==> config.mk <==
export PLATFORM = sky130hd
export DESIGN_NAME = fact_cu
export DESIGN_NICKNAME = d
export VERILOG_FILES = /design/src/rtl/fact_pkg.sv /design/src/rtl/fact_cu_dec.sv /design/src/rtl/fact_cu.sv
export SDC_FILE = /design/constraint.sdc
export NUM_CORES = 1
export LEC_CHECK = 0
export ABC_AREA = 1
export BUFFER_PORTS_ARGS = -buffer_cell sky130_fd_sc_hd__buf_2
export CORE_AREA = 10 10 47 49
export DETAILED_ROUTE_END_ITERATION = 7
export DIE_AREA = 0 0 57 59
export PLACE_DENSITY = 0.65
export SLEW_MARGIN = 0
export SYNTH_ARGS = -nofsm -noshare
export SYNTH_HDL_FRONTEND = slang
export SYNTH_SLANG_ARGS = --single-unit
==> constraint.sdc <==
create_clock -name clk -period 2.4 [get_ports clk]
set_clock_uncertainty 0.05 [all_clocks]
set_input_delay 0 -clock clk [delete_from_list [all_inputs] [get_ports clk]]
set_output_delay 0 -clock clk [all_outputs]
set_load 0.01 [all_outputs]
==> src/rtl/fact_pkg.sv <==
// Shared types for the factorial accelerator control unit: FSM states,
// datapath control word and the largest operand whose factorial fits 32 bits.
package fact_pkg;

    localparam int unsigned N_W   = 4;
    localparam int unsigned N_MAX = 12;

    typedef enum logic [2:0] {
        IDLE = 3'd0,
        INIT = 3'd1,
        CHK  = 3'd2,
        MUL  = 3'd3,
        DEC  = 3'd4,
        DONE = 3'd5,
        ERR  = 3'd6
    } state_e;

    typedef struct packed {
        logic ld;
        logic ud;
        logic ce;
        logic cntrst;
        logic regld;
        logic muxsel1;
        logic muxsel2;
        logic bufen;
    } ctrl_t;

    // Idle/reset control word: only the counter clear is asserted
    localparam ctrl_t CTRL_IDLE = ctrl_t'(8'b0001_0000);

endpackage

==> src/rtl/fact_cu_dec.sv <==
// State-to-control decoder for fact_cu. Pure combinational Moore decode.
// Optional feature macro: FACT_CU_RANGE_CHK_EN (enables the ERR state decode).
import fact_pkg::*;

module fact_cu_dec (
    input  state_e i_state,
    output ctrl_t  o_ctrl,
    output logic   o_busy,
    output logic   o_done,
    output logic   o_err
);

    // Decode datapath strobes and host status for a given state
    always_comb begin
        o_ctrl = CTRL_IDLE;
        o_busy = 1'b0;
        o_done = 1'b0;
        o_err  = 1'b0;
        case (i_state)
            IDLE: begin
                o_ctrl = CTRL_IDLE;
            end
            INIT: begin
                o_ctrl         = '0;
                o_ctrl.ld      = 1'b1;
                o_ctrl.ce      = 1'b1;
                o_ctrl.regld   = 1'b1;
                o_ctrl.muxsel2 = 1'b1;
                o_busy         = 1'b1;
            end
            CHK: begin
                o_ctrl         = '0;
                o_ctrl.muxsel1 = 1'b1;
                o_busy         = 1'b1;
            end
            MUL: begin
                o_ctrl         = '0;
                o_ctrl.regld   = 1'b1;
                o_busy         = 1'b1;
            end
            DEC: begin
                o_ctrl         = '0;
                o_ctrl.ce      = 1'b1;
                o_busy         = 1'b1;
            end
            DONE: begin
                o_ctrl         = '0;
                o_ctrl.bufen   = 1'b1;
                o_busy         = 1'b1;
                o_done         = 1'b1;
            end
`ifdef FACT_CU_RANGE_CHK_EN
            ERR: begin
                o_ctrl         = '0;
                o_busy         = 1'b1;
                o_done         = 1'b1;
                o_err          = 1'b1;
            end
`endif
            default: begin
                o_ctrl = CTRL_IDLE;
            end
        endcase
    end

endmodule

==> src/rtl/fact_cu.sv <==
// Factorial accelerator control unit: four-phase go/done handshake and
// Moore sequencing of the counter / product-register datapath.
// Optional feature macro: FACT_CU_RANGE_CHK_EN (n > N_MAX reports err
// instead of computing).
import fact_pkg::*;

module fact_cu (
    input  logic           clk,
    input  logic           rst_n,
    input  logic           go,
    input  logic [N_W-1:0] n,
    input  logic           greater,
    output logic           LD,
    output logic           UD,
    output logic           CE,
    output logic           CNTRST,
    output logic           REGLD,
    output logic           MUXSEL1,
    output logic           MUXSEL2,
    output logic           BUFEN,
    output logic           busy,
    output logic           done,
    output logic           err
);

    state_e r_state;
    state_e w_next;
    ctrl_t  r_ctrl;
    ctrl_t  w_ctrl;
    logic   r_busy;
    logic   r_done;
    logic   r_err;
    logic   w_busy;
    logic   w_done;
    logic   w_err;

`ifndef FACT_CU_RANGE_CHK_EN
    // Operand only matters to the range check; keep it visibly consumed
    logic   w_unused_n;
    assign  w_unused_n = ^n;
`endif

    // Next-state logic; unused encodings fall back to IDLE
    always_comb begin
        w_next = r_state;
        case (r_state)
            IDLE: begin
                if (go) begin
                    w_next = INIT;
`ifdef FACT_CU_RANGE_CHK_EN
                    if (32'(n) > N_MAX) begin
                        w_next = ERR;
                    end
`endif
                end
            end
            INIT:    w_next = CHK;
            CHK:     w_next = greater ? MUL : DONE;
            MUL:     w_next = DEC;
            DEC:     w_next = CHK;
            DONE:    w_next = go ? DONE : IDLE;
`ifdef FACT_CU_RANGE_CHK_EN
            ERR:     w_next = go ? ERR : IDLE;
`endif
            default: w_next = IDLE;
        endcase
    end

    // Decode the upcoming state so registered outputs track the state register
    fact_cu_dec u_dec (
        .i_state (w_next),
        .o_ctrl  (w_ctrl),
        .o_busy  (w_busy),
        .o_done  (w_done),
        .o_err   (w_err)
    );

    // State register and registered outputs; reset forces IDLE values at once
    always_ff @(posedge clk or negedge rst_n) begin
        if (!rst_n) begin
            r_state <= IDLE;
            r_ctrl  <= CTRL_IDLE;
            r_busy  <= 1'b0;
            r_done  <= 1'b0;
            r_err   <= 1'b0;
        end else begin
            r_state <= w_next;
            r_ctrl  <= w_ctrl;
            r_busy  <= w_busy;
            r_done  <= w_done;
            r_err   <= w_err;
        end
    end

    assign LD      = r_ctrl.ld;
    assign UD      = r_ctrl.ud;
    assign CE      = r_ctrl.ce;
    assign CNTRST  = r_ctrl.cntrst;
    assign REGLD   = r_ctrl.regld;
    assign MUXSEL1 = r_ctrl.muxsel1;
    assign MUXSEL2 = r_ctrl.muxsel2;
    assign BUFEN   = r_ctrl.bufen;
    assign busy    = r_busy;
    assign done    = r_done;
    assign err     = r_err;

endmodule

==> flow_summary.ini, run 1 <==
[yosys]
synthTopCellsByArea = dfrtp_1 53%, nand2_1 7.2%, dfstp_2 5.6%
netlist_instances = 49
yosysSeqAreaShare = 0.588
yosys.area.top_type_share = 0.532
yosysUniqueCellTypes = 16
yosysWarnings = 0
yosysTopAreaCell = dfrtp_1
ys_ff_latch = 11
synth_area_um2 = 470
avgSynthCellArea_um2 = 9.60

[sta]
finalSetupViolCount = 0
maxSlewViolCount = 0
max_freq_ghz = 0.905
setup_ws_ns = 1.29
finalCriticalPeriod_ns = 1.11
rsz0062_at_grt = no
finalHoldViolCount = 0
period_share = 0.460
tns_ns = 0

[worst_hold_path]
timing.hold.worst_path_depth = 3
hp-start = greater
hold_class = primary input to flop
min_to = REGLD$_DFF_PN0_

[drt]
first_pass_iters = 4
wire_per_inst_um = 10.0
drt_wl_total_um = 812
vias_per_cell = 4.26
drc = 0
vias = 345
drt-initial-drc-count = 4
ant_nets = 0

[clock_tree]
cts_sinks = 11
cts_resized = 0
cts-root-buf = clkbuf_4
hold_buffers = 2
clk_path_buf_depth = 2
clkTransAtPathRegs_ns = 0.06
h-tree-depth = 1
insertion_delay_ns = 0.25
post-cts-setup-buffers = 0
numCtsBuffers = 3
cts_tree = built

[placed_design]
dp.cells = 75
gp_congestion = 0.702
place_hpwl_um = 657
place_worst_setup_slack_ns = 1.30
port_buffers = 12

[status]
status = finished, final reports clean

[power_and_ir_drop]
p_leak_nw = 0.340
power.total_uw = 741
power_density_nw_per_um2 = 1280
peakVddDrop_mv = 0.485

[layout]
nets = 74
antenna_cells = 0
areaGrowthSynthToFinish_pct = 22.9
stdcell_count = 81
num-fill-cells = 156
drive_gt1_frac = 0.400

[die]
start_util = 0.336
row_count = 14
coreArea_um2 = 1400
io_pins = 19
die_h_um = 59
dieArea_um2 = 3360
die_w_um = 57

[setup_path]
crit_path_end_kind = flop
rr_endpoint = busy$_DFF_PN0_
critPathLaunch = r_state[1]$_DFF_PN0_
worstPathRequired_ns = 2.49
reg2reg_slack_ns = 1.29
r2r-start = r_state[1]$_DFF_PN0_
cp-start-kind = flop
arrival_ns = 1.19
reg2regPathDepth = 6
cp_max_fo = 5
critPathKind = flop to flop

[global_route]
grt_usage = 0.0572
grt_pass1_vias = 366
grt_first_pass_wirelength_mm = 1.48
antenna_found_initial = 0
grt_remaining_overflow = 0
grt_start_max_net_pins = 12

[flow_run]
max_cap_viol_count = 0
==> flip-flops by register name, summed over array words and instances, names as in the netlist <==
name and cells:
CNTRST 1, REGLD 1, BUFEN 1, r_state 3, LD 1, busy 1
MUXSEL1 1, CE 1, done 1
==> worst max-delay path by stage <==
stage / to / slack, ns / cells after the start
6_report: busy$_DFF_PN0_ / 1.29 / 6
5_1_grt: busy$_DFF_PN0_ / 1.15 / 6
4_1_cts: busy$_DFF_PN0_ / 1.28 / 6
3_5_place_dp: busy$_DFF_PN0_ / 1.30 / 6
3_3_place_gp: busy$_DFF_PN0_ / 1.31 / 6
2_1_floorplan: busy$_DFF_PN0_ / 1.38 / 5
==> critical path: stages (launching register included) <==
cell	delay (ns)
dfrtp_1	0.44
inv_2	0.10
nor2_1	0.04
nand2_1	0.04
nand2_1	0.07
nor2_4	0.15
nand3b_1	0.09
==> cells in the final DEF (no fill, tap or decap) <==
cell type and n:
buf_2 12, dfrtp_1 10, nand2_1 9, inv_1 5
nor2_1 5, inv_2 3, nand2_2 3, clkbuf_4 3
nand3_1 2, nand3_2 2, conb_1 2, dlygate4sd3_1 2
dfstp_2 1, nand4_1 1, nor2_4 1, nor3_1 1
nor2_2 1, nand3b_1 1, clkbuf_1 1
==> synth_stat cells (all sizes together) <==
library cell,instances
nand4,1
nor3,1
dfstp,1
dfrtp,10
inv,8
nor2,7
buf,3
conb,1
nand3,4
nand3b,1
nand2,12
==> area by class of cell <==
cell class / count / area, um2 / area share
flip-flops and latches: 11 / 277 / 0.478
clock buffers: 4 / 26.3 / 0.0455
well taps: 16 / 20.0 / 0.0346
inverters: 8 / 30.0 / 0.0519
repair buffers: 14 / 80.1 / 0.139
multi-input cells: 28 / 145 / 0.251
==> layer usage <==
metal | track usage | wire length [um] | vias up
met5 | 0 | 0 | -
met2 | 0.102 | 483 | 10
li1 | - | - | 177
met1 | 0.0441 | 283 | 156
met4 | 0.0403 | 2 | 0
met3 | 0.0365 | 42 | 2
==> where the power goes <==
| part | switching [mW] | internal [mW] | total, mW |
|---|---|---|---|
| sequential | 0.0444 | 0.268 | 0.312 |
| clock | 0.0522 | 0.0640 | 0.116 |
| combinational | 0.193 | 0.119 | 0.312 |
==> metrics by stage <==
stage               area, um2   util  hold WS [ns]
finish                    578  0.413       0.00866
global route              578  0.413        0.0141
CTS                       578  0.413       0.00687
detailed placement        532  0.379        -0.172
global placement          532  0.379        -0.177
floorplan                 474      -        -0.346
==> kinds of logic after synthesis <==
group	after synthesis	synth area share
buf+inv	11	0.112
flops	11	0.588
other cells	1	0.00797
simple gates	26	0.293
Power figures use the tool's default switching activity.
==> inputs of run 2 (changes only) <==
- ABC_AREA: 1 -> 0
- PLACE_DENSITY: 0.65 -> 0.63
- clock period: 2.4 -> 1.07 ns (I/O delays scaled with it)
==> run 2 against run 1 <==
Net effect:
- register-to-register slack got worse by 1.3 ns
- utilization increased by 4.8 points
- die area unchanged
- final cell count is 2.5% lower
- setup slack lost 1.3 ns
- flip-flop and latch count stayed put
- critical path depth is 4 lower
- synthesized cell count decreased by 16%
- count of clock-buffer cells in the layout stayed put
- non-clock buffer count is 8 higher
- global-route usage is 0.44 points lower
- critical endpoint unchanged
- largest power group is now combinational logic
==> flow_summary.ini, run 2 <==
[layout]
nets = 72
finalInstanceArea_um2 = 646
regMostFlops = r_state
drive_gt1_frac = 0.476
final_cell_mix = 12 x buf_2, 9 x dfrtp_1, 5 x buf_4
areaGrowthSynthToFinish_pct = 41.0
stdcell_count = 79
num-fill-cells = 135
largest_register_ffs = 3
finish.utilization = 0.461
antenna_cells = 0
final_common_cell = buf_2

[setup_path]
worstPathRequired_ns = 1.17
cpPeakStageDelay_ns = 0.39
cp_slowest_cell = dfrtp_1
arrival_ns = 1.17
crit_chain = or2_4 > o31a_1
cp_max_fo = 4
critPathKind = flop to flop
critPathLaunch = r_state[0]$_DFF_PN0_
crit_path_end_kind = flop
crit_family = flip-flops
rr_endpoint = busy$_DFF_PN0_
reg2reg_slack_ns = 0.006
reg2regPathDepth = 2
worst-path-buf-inv = 0
cp-start-kind = flop
r2r-start = r_state[0]$_DFF_PN0_

[yosys]
synth_area_um2 = 458
avgSynthCellArea_um2 = 11.2
synthTopCellsByArea = dfrtp_1 55%, dfstp_2 5.7%, buf_4 4.9%
synth_async_sr_flop_share = 1.00
yosysWarnings = 0
yosysUniqueCellTypes = 21
synth_edf_count = 0
yosysSeqAreaShare = 0.604
synth_most_common_cell = dfrtp_1
netlist_instances = 41
ys_ff_latch = 11
yosysTopAreaCell = dfrtp_1
ys.flop_type = dfrtp_1
yosys.area.top_type_share = 0.546
synth.top_cells.by_count = 10 x dfrtp_1, 4 x nor2_1, 3 x buf_4, 3 x nand2b_1, 3 x o21ai_1

[die]
die_h_um = 59
start_util = 0.327
dieArea_um2 = 3360
io_pins = 19
row_count = 14
die_w_um = 57
coreArea_um2 = 1400

[clock_tree]
numCtsBuffers = 3
clkTransAtPathRegs_ns = 0.06
h-tree-depth = 1
insertion_delay_ns = 0.27
cts_sinks = 11
cts-root-buf = clkbuf_4
cts_tree = built
clk_path_buf_depth = 2

[power_and_ir_drop]
p_leak_nw = 0.322
peakVddDrop_mv = 1.18
power_density_nw_per_um2 = 2980

[drt]
vias = 351
ant_nets = 0
first_pass_iters = 3
vias_per_cell = 4.44
wire_per_inst_um = 11.7
drt-initial-drc-count = 2
drt_wl_total_um = 927
drc = 0

[sta]
finalHoldViolCount = 0
period_share = 0.994
max_freq_ghz = 0.940
finalCriticalPeriod_ns = 1.06
maxSlewViolCount = 0
finalSetupViolCount = 0
rsz0062_at_grt = yes

[global_route]
grt_usage = 0.0528
grt_first_pass_wirelength_mm = 1.38
grt_start_max_net_pins = 12
antenna_found_initial = 0
grt_pass1_vias = 324
grt_remaining_overflow = 0

[placed_design]
gp_congestion = 0.761
port_buffers = 12
placed_area_um2 = 541
place_hpwl_um = 641
dp.cells = 70

[status]
status = finished, final reports clean

[worst_hold_path]
hold_class = primary input to async pin

[flow_run]
max_cap_viol_count = 0
## run 2: cell type report
| cell class | instances | area, um2 | share of cell area |
|---|---|---|---|
| Tap cell | 16 | 20.0 | 0.0310 |
| Clock buffer | 4 | 26.3 | 0.0407 |
| Timing Repair Buffer | 22 | 144 | 0.223 |
| Multi-Input combinational cell | 26 | 178 | 0.275 |
| Sequential cell | 11 | 278 | 0.430 |
## run 2: cells by family (layout without fill, tap and decap cells)
logic type | count (synthesis) | count (layout) | synth area share
simple gates | 13 | 13 | 0.153
flops | 11 | 11 | 0.604
compound gates | 10 | 10 | 0.131
buf+inv | 5 | 26 | 0.0847
other cells | 1 | 2 | 0.00819
xor+xnor | 1 | 1 | 0.0191
## run 2: repair_timing
action                                 CTS  global route
endpoints found under the hold margin   19             0
setup endpoints to repair                1             7
hold buffers                             3             0
pin swaps                                0             1
resized for setup                        1             8
setup buffers                            0             2
## run 2: power breakdown
group / total, mW / switching (mW) / internal [mW]
clock network: 0.276 / 0.132 / 0.144
registers: 0.676 / 0.0776 / 0.598
logic: 0.972 / 0.455 / 0.517
## run 2: routing by layer
| layer | routed length, um | track usage | up-vias |
|---|---|---|---|
| li1 | - | - | 174 |
| met1 | 377 | 0.0598 | 163 |
| met2 | 431 | 0.0651 | 12 |
| met3 | 102 | 0.0322 | 2 |
| met4 | 17 | 0.0503 | 0 |
| met5 | 0 | 0 | - |
## run 2: metrics by stage
stage / setup WS (ns) / setup TNS [ns] / hold WS [ns] / power (mW)
floorplan: -0.0879 / -0.0981 / -0.346 / 1.17
global placement: 0.0137 / 0 / -0.179 / 1.43
detailed placement: 0.00333 / 0 / -0.175 / 1.44
CTS: 0.0106 / 0 / 0.0708 / 1.74
global route: -0.0107 / -0.0107 / 0.102 / 2.06
finish: 0.00629 / 0 / 0.0756 / 1.92
## run 2: worst max path at each step
stage / to / depth (start not counted)
after floorplan: busy$_DFF_PN0_ / 3
after global placement: CE$_DFF_PN0_ / 3
after detailed placement: CE$_DFF_PN0_ / 3
after CTS: busy$_DFF_PN0_ / 2
after global routing: busy$_DFF_PN0_ / 2
final: busy$_DFF_PN0_ / 2
==> inputs of run 3 (changes only) <==
- CORE_AREA: 10 10 47 49 -> unset
- CORE_MARGIN: unset -> 10
- CORE_UTILIZATION: unset -> 35
- DIE_AREA: 0 0 57 59 -> unset
- PLACE_DENSITY: 0.63 -> 0.64
==> run 3 against run 2 <==
Net effect:
- total power is 4.5% lower
- combinational power is 7.9% lower
- via count is 3.7% lower
- critical path depth stayed put
- final cell count is 6.3% lower
- setup slack better by 0.016 ns
- clock power is 2% lower
- register-to-register slack better by 0.02 ns
- wire length is 6.0% lower
- largest cell class unchanged
- highest routed layer unchanged
==> flow_summary.ini, run 3 (synthesis gave the netlist of run 2 again) <==
[placed_design]
gp_congestion = 0.817
dp.cells = 67
port_buffers = 12
place_worst_setup_slack_ns = 0.000904
place_hpwl_um = 672

[global_route]
grt_pass1_vias = 337
antenna_found_initial = 0
grt_start_max_net_pins = 12
grt_first_pass_wirelength_mm = 1.52
grt_usage = 0.0594
grt_remaining_overflow = 0

[layout]
regMostFlops = r_state
final_common_cell = buf_2
drive_gt1_frac = 0.450
antenna_cells = 0
finish.utilization = 0.532
largest_register_ffs = 3
nets = 69
final_cell_mix = 12 x buf_2, 9 x dfrtp_1, 4 x nor2_1, 4 x o21ai_1
areaGrowthSynthToFinish_pct = 36.1
stdcell_count = 74
num-fill-cells = 101

[die]
die_h_um = 56.2
die_w_um = 56.2
dieArea_um2 = 3160
start_util = 0.391
row_count = 12
io_pins = 19
coreArea_um2 = 1170

[drt]
drt-initial-drc-count = 6
drc = 0
first_pass_iters = 4
vias_per_cell = 4.57
wire_per_inst_um = 11.8
ant_nets = 0
drt_wl_total_um = 871
vias = 338

[clock_tree]
insertion_delay_ns = 0.26
cts-root-buf = clkbuf_4
clkTransAtPathRegs_ns = 0.07
clk_path_buf_depth = 2
cts_sinks = 11
numCtsBuffers = 3
h-tree-depth = 1
cts_tree = built
post-cts-setup-buffers = 0

[setup_path]
worstPathRequired_ns = 1.17
rr_endpoint = busy$_DFF_PN0_
reg2regPathDepth = 2
reg2reg_slack_ns = 0.02
cpPeakStageDelay_ns = 0.38
crit_chain = or2_4 > o31a_1
crit_path_end_kind = flop
cp-start-kind = flop
cp_max_fo = 4
arrival_ns = 1.15
r2r-start = r_state[0]$_DFF_PN0_
critPathKind = flop to flop
cp_slowest_cell = dfrtp_1

[sta]
holdWs_ns = 0.0803
finalHoldViolCount = 0
finalSetupViolCount = 0
max_freq_ghz = 0.955
maxSlewViolCount = 0
period_share = 0.979
finalCriticalPeriod_ns = 1.05
rsz0062_at_grt = yes
setup_ws_ns = 0.0225

[power_and_ir_drop]
power_density_nw_per_um2 = 2950
peakVddDrop_mv = 1.34
p_leak_nw = 0.308

[flow_run]
max_cap_viol_count = 0

[worst_hold_path]
hold_class = primary input to async pin

[status]
status = finished, final reports clean
-- run 3: final cells by class --
type                       instances  area, um2  area share
tap                               14       17.5      0.0281
clock buffer                       4       26.3      0.0422
sequential                        11        278       0.446
timing repair buffer              19        124       0.199
multi-input combinational         26        178       0.285
-- run 3: worst max-delay path by stage --
stage	from	end	slack, ns
2_1_floorplan	r_state[2]$_DFF_PN0_	busy$_DFF_PN0_	-0.09
3_3_place_gp	r_state[2]$_DFF_PN0_	r_state[1]$_DFF_PN0_	0.02
3_5_place_dp	r_state[2]$_DFF_PN0_	BUFEN$_DFF_PN0_	0.0009
4_1_cts	r_state[2]$_DFF_PN0_	BUFEN$_DFF_PN0_	0.003
5_1_grt	r_state[0]$_DFF_PN0_	done$_DFF_PN0_	-0.05
6_report	r_state[0]$_DFF_PN0_	busy$_DFF_PN0_	0.02
-- run 3: repair_timing --
action	CTS	global route
endpoints found under the setup margin	2	8
hold buffers	3	0
pin swaps	0	2
gates resized for setup	1	9
endpoints found under the hold margin	15	0
-- run 3: per-layer routing --
metal  vias to the layer above  track usage  wire length, um
met5                         -            0                0
met3                         2       0.0342               95
met1                       155       0.0627              361
met4                         0       0.0307                8
li1                        171            -                -
met2                        10       0.0913              405
-- run 3: per-stage QoR --
stage                     TNS (ns)  area, um2  power [mW]
after global placement           0        531        1.40
after detailed placement         0        531        1.41
final                            0        623        1.84
after floorplan            -0.0981        462        1.17
after global routing       -0.0814        623        2.02
after CTS                        0        589        1.72
-- run 3: power by group --
part	switching [mW]	internal, mW	total (mW)
Sequential	0.0734	0.598	0.672
Combinational	0.434	0.460	0.895
Clock	0.127	0.144	0.271
Total	0.635	1.20	1.84
-- run 3: critical path, delay by kind of cell, from the launching register on --
kind               cells  cell delay (ns)
DFF                    1             0.38
and+or+nand+nor        1             0.27
AOI/OAI and AO/OA      1             0.23
